**src/rtl/bit_serial_adder.sv**
```systemverilog
// Bit-serial adder built around a single full-adder cell: one result bit per clock, LSB first.
// Define BSA_OVERFLOW_EN to add the registered signed-overflow output ovf.
module bit_serial_adder #(
  parameter int WIDTH = 8
) (
  input  logic             clk,
  input  logic             rst_n,
  input  logic             start,
  input  logic [WIDTH-1:0] a,
  input  logic [WIDTH-1:0] b,
  input  logic             c_in,
  output logic             busy,
  output logic             done,
  output logic [WIDTH-1:0] sum,
  output logic             c_out
`ifdef BSA_OVERFLOW_EN
  ,
  output logic             ovf
`endif
);

  localparam int CW = (WIDTH > 1) ? $clog2(WIDTH) : 1;
  localparam logic [CW-1:0] LAST = CW'(WIDTH - 1);

  typedef enum logic [1:0] {IDLE, RUN, DONE} state_t;

  state_t           state;
  state_t           state_next;
  logic [WIDTH-1:0] a_sr;
  logic [WIDTH-1:0] b_sr;
  logic [WIDTH-1:0] res_sr;
  logic [WIDTH-1:0] res_shifted;
  logic [CW-1:0]    cnt;
  logic             carry;
  logic             cell_sum;
  logic             cell_carry;
  logic             load;
  logic             last;

  assign cell_sum    = a_sr[0] ^ b_sr[0] ^ carry;
  assign cell_carry  = (a_sr[0] & b_sr[0]) | (carry & (a_sr[0] ^ b_sr[0]));
  assign res_shifted = {cell_sum, res_sr[WIDTH-1:1]};
  assign last        = (state == RUN) && (cnt == LAST);
  // A new request is only taken when no addition is in flight.
  assign load        = start && (state != RUN);

  always_ff @(posedge clk or negedge rst_n) begin
    if (!rst_n) begin
      state <= IDLE;
    end else begin
      state <= state_next;
    end
  end

  always_comb begin
    state_next = state;
    case (state)
      IDLE:    if (start) state_next = RUN;
      RUN:     if (cnt == LAST) state_next = DONE;
      DONE:    state_next = start ? RUN : IDLE;
      default: state_next = IDLE;
    endcase
  end

  always_ff @(posedge clk or negedge rst_n) begin
    if (!rst_n) begin
      busy   <= 1'b0;
      done   <= 1'b0;
      sum    <= '0;
      c_out  <= 1'b0;
      a_sr   <= '0;
      b_sr   <= '0;
      res_sr <= '0;
      carry  <= 1'b0;
      cnt    <= '0;
`ifdef BSA_OVERFLOW_EN
      ovf    <= 1'b0;
`endif
    end else begin
      busy <= (state_next == RUN);
      done <= (state_next == DONE);
      if (load) begin
        a_sr  <= a;
        b_sr  <= b;
        carry <= c_in;
        cnt   <= '0;
      end else if (state == RUN) begin
        a_sr   <= a_sr >> 1;
        b_sr   <= b_sr >> 1;
        res_sr <= res_shifted;
        carry  <= cell_carry;
        cnt    <= last ? '0 : cnt + CW'(1);
        // On the MSB step the carry flop holds the carry into the MSB.
        if (last) begin
          sum   <= res_shifted;
          c_out <= cell_carry;
`ifdef BSA_OVERFLOW_EN
          ovf   <= cell_carry ^ carry;
`endif
        end
      end
    end
  end

endmodule
```
**config.mk**
```make
export PLATFORM = sky130hd
export DESIGN_NAME = bit_serial_adder
export DESIGN_NICKNAME = d
export VERILOG_FILES = /design/src/rtl/bit_serial_adder.sv
export SDC_FILE = /design/constraint.sdc
export NUM_CORES = 1
export LEC_CHECK = 0
export ABC_AREA = 1
export CAP_MARGIN = 20
export CORE_ASPECT_RATIO = 1.4
export CORE_UTILIZATION = 45
export DETAILED_ROUTE_END_ITERATION = 6
export GPL_ROUTABILITY_DRIVEN = 0
export PLACE_DENSITY = 0.7
export SLEW_MARGIN = 30
export SYNTH_ARGS = -nofsm -noshare
export SYNTH_HDL_FRONTEND = slang
export SYNTH_SLANG_ARGS = --single-unit
```
**constraint.sdc**
```tcl
create_clock -name clk -period 3.1 [get_ports clk]
set_clock_uncertainty 0.2 [all_clocks]
set_input_delay 0.465 -clock clk [delete_from_list [all_inputs] [get_ports clk]]
set_output_delay 0.465 -clock clk [all_outputs]
set_load 0.01 [all_outputs]
```
==> metrics list <==
- The flow ran to the end, and the final reports show no timing, DRC or antenna violations.
- Of the cells placed in the final design, the portion with a size suffix greater than 1 is 0.0556.
* Area used by multi-input combinational logic: about 600 um^2
* TritonCTS clock tree: yes
- Across the whole layout, storage elements account for ~0.0010 mm^2.
* Critical path endpoint category: flip-flop
- Crit. Startpoint: state[1]
* Starting density of the core: 0.466
- The share of total power dissipated in combinational logic is 0.359.
- Clock tree synthesis found a total of 40 sinks.
* Number of antenna violations at the first check in global routing: 0
- For this run, the total global-route usage over all layers was measured as 0.187.
- Final Total Pwr: 1830 uW
- Core Region: 0.00364 mm^2
- Of the available clock period, the critical path in the final layout requires 0.610.
* Mux contribution to synthesized area: 0
* Count of inserted antenna diode cells: 0
- Xor/xnor share of the synthesized area: 0
* Worst r2r path cells: 5
* Cell chosen for the clock root: sky130_fd_sc_hd__clkbuf_8
- Post-synthesis area per instance: 9.09 um^2
- Among the stages of the critical path, the cell type that occurs most often is sky130_fd_sc_hd__nand2_1.
- Number of nets produced by synthesis: 210
- The startpoint identified for the worst register-to-register timing path is state[1].
- For this run, the post-layout net count is between 200 and 250.
* Worst Min Path Start: res_sr[5]
* Cell-internal power: between 1000 and 1500 uW
- Clock latency on the worst-skew pair, taken at its later pin, is between 0.2 and 0.3 ns.
- Setup slack at placement: between 0.9 and 1 ns
* Dominant combinational cell family by area after synthesis: simple AND/OR/NAND/NOR gates
- Relative to the synthesized area, the layout overhead comes to 22.6%.
- 1st-iter DRT viols: 55
* Simple-Gate Fraction of Synth Area: 0.301
- Largest stage delay on the critical path: around 0.54 ns
- After detailed routing, the number of remaining DRC violations is 0.
- Based on the critical path, the design can be clocked at up to 0.529 GHz.
- The signal on the critical path passes through inv_1 > nand2_2 > nor2_2 > nand2_1 > nand2_1.
* Final-layout worst hold slack: 0.270 ns
- Wire length of the first global-routing pass: between 5000 and 6000 um
* Slew at the pin with the worst max-slew slack: roughly 0.8 ns
- In this run the static leakage power is 0.00102 uW.
* DP Wirelength: 2170 um
* Grt ovf: 0
- Detailed-router iteration count before antenna repair: 4
- Final setup violating endpoints: 0
- Start-to-end type of the worst setup path: reg -> reg
- The die covers 0.00403 mm^2.
- The tightest min-delay check is of the reg -> reg type.
* Cell type group with the largest total delay on the critical path: simple AND/OR/NAND/NOR gates
* Min Clock Period, post-route: around 1.9 ns
- Hold Crit Endpoint: sum[4]
- The layout has 349 filler cells.
- Entering global routing, the biggest net connects 50 pins.
- Top library cells by usage in the layout, fill and taps aside: sky130_fd_sc_hd__nand2_1 (60), sky130_fd_sc_hd__nand3_1 (52), sky130_fd_sc_hd__dfrtp_1 (40)
* Detail-routed via count per cell: between 5 and 6
* Compound-cell area share of the yosys netlist: 0.0250
* Total count of max-transition violations in the final report: 0
* Arithmetic-cell share of the synthesized area counting full adders, half adders and majority gates: 0.0265
- Synthesized flop and latch total: 40
* CTS Buf Count: 5
* Power density over the cells: between 800 and 900 mW/mm^2
- Synthesis produced 187 cells.
- Clock-pin slew was measured on the worst setup and hold paths at 0.07 ns.
- Worst reg2reg setup slack: around 1.2 ns
- Switching power: roughly 650 uW
- Max-cap violations in this run came to 0.
* Post-CTS sizing: 0
- Nature of the critical path startpoint: flip-flop
* Number of rows in the core area: 26
* Final Hold Fails: 0
- The via count of the first global-routing pass was 1263.
- Setup repair after global routing left no endpoint under its margin.
* Count of input and output buffers: 30
- Leaving out fill and tap cells, the most frequent cell in the layout is sky130_fd_sc_hd__nand2_1.
* Post-synth cell types: 16
* Number of primary I/O pins: 31
* Count of nets left with antenna violations after detail routing: 0
- From bottom edge to top edge, the die measures about 75 um.
* Final wirelength: about 3200 um
* Floorplan die width: approximately 54 um
- For the worst setup path, the data required time is 3.13 ns.
- Final worst-path setup slack: 1.21 ns
* Fraction of power consumed by the clock network: 0.176
- Slowest cell on the critical path: sky130_fd_sc_hd__nor2_2
* Routed length per instance: around 12 um
- CTS H-tree lvls: 2
- Counting both buffers and inverters, the worst setup path holds a total of 1.
* Remaining max-slew budget at the tightest pin: 0.478
* Mapped Area: approximately 0.0017 mm^2
* Sequential share of power: 0.465
- The worst-case IR drop observed on VDD is approximately 0.55 mV.
- Worst-path fanout max: 49
- The Yosys step of the flow raised 0 warnings.
* Maximum clock path buffer count: 2
* Via total after detailed routing: about 1300
* Share of synthesized area occupied by flip-flops and latches: 0.589
- In this run the critical register-to-register path is captured at sum[3].
* Switching part of the total: 0.357
- Along the worst hold path, the cell count comes to 2.
- After routing, the total negative slack on setup checks comes to 0 ns.
* Data arrival time of the worst path: 1.92 ns
[worst min-delay path: stages, from the launching register on]
cell,delay (ns)
sky130_fd_sc_hd__dfrtp_1,0.34
sky130_fd_sc_hd__nand2_1,0.05
sky130_fd_sc_hd__nand2_1,0.05
[cells by family after synthesis]
| group | count (synthesis) |
|---|---|
| AOI/OAI and AO/OA | 8 |
| adders and majority gates | 3 |
| buffers and inverters | 19 |
| DFF | 40 |
| and+or+nand+nor | 117 |
[Yosys cell counts]
cell type                  number  area, um^2
sky130_fd_sc_hd__fa_1           1        20.0
sky130_fd_sc_hd__buf_2          7        35.0
sky130_fd_sc_hd__nor2_2         2        12.5
sky130_fd_sc_hd__inv_1          8        30.0
sky130_fd_sc_hd__dfrtp_1       40        1000
sky130_fd_sc_hd__clkbuf_1       1        3.75
sky130_fd_sc_hd__buf_6          2        22.5
sky130_fd_sc_hd__o22ai_1        2        12.5
sky130_fd_sc_hd__nand2_2        1        6.26
sky130_fd_sc_hd__nand2_1       60         225
sky130_fd_sc_hd__nand3_1       52         260
sky130_fd_sc_hd__o21ai_1        1        5.00
sky130_fd_sc_hd__ha_1           2        25.0
sky130_fd_sc_hd__buf_4          1        7.51
sky130_fd_sc_hd__nor2_1         2        7.51
sky130_fd_sc_hd__o21ai_0        5        25.0
[registers in the layout, summed over array words and instances (netlist names)]
signal	cells
carry	1
b_sr	8
a_sr	8
busy	1
done	1
cnt	3
sum	8
c_out	1
state	2
res_sr	7
[power by group through the flow]
| stage | registers (uW) | clock network (uW) | logic, uW |
|---|---|---|---|
| global route | 877 | 351 | 758 |
| CTS | 851 | 333 | 670 |
| global placement | 850 | 0 | 630 |
| finish | 848 | 322 | 656 |
| detailed placement | 860 | 0 | 666 |
| floorplan | 865 | 0 | 442 |
[timing repair]
item,in CTS,in global routing
hold buffers,0,1
hold endpoints to repair,0,40
buffers inserted,0,0
[per-layer routing]
metal  GRT usage  up-vias  part of all wire
met5           0        -                 0
met4      0.0789        0             0.019
met3      0.0566        5             0.043
met2       0.340       37              0.54
met1       0.192      634              0.40
li1            -      670                 -
[how the worst max path moves through the flow]
| stage | slack [ns] | cells past startpoint | end |
|---|---|---|---|
| 3_5_place_dp | 0.99 | 5 | a_sr[4] |
| 3_3_place_gp | 1.05 | 5 | b_sr[4] |
| 6_report | 1.21 | 5 | sum[3] |
| 2_1_floorplan | 1.69 | 6 | sum[1] |
| 4_1_cts | 1.18 | 5 | sum[3] |
| 5_1_grt | 0.99 | 5 | sum[3] |
[metrics by stage]
step / area (um^2) / utilization / instances
floorplan: 1700 / - / 187
global placement: 1990 / 0.547 / 250
detailed placement: 1990 / 0.547 / 250
CTS: 2070 / 0.568 / 257
global route: 2080 / 0.572 / 258
finish: 2080 / 0.572 / 258
[layout make-up]
class	instances	share of cell area
Tap cell	42	0.0252
Inverter	8	0.0144
Timing Repair Buffer	33	0.155
Clock inverter	1	0.00240
Multi-Input combinational cell	128	0.288
Sequential cell	40	0.480
Clock buffer	6	0.0348
(Power assumes the default switching activity.)
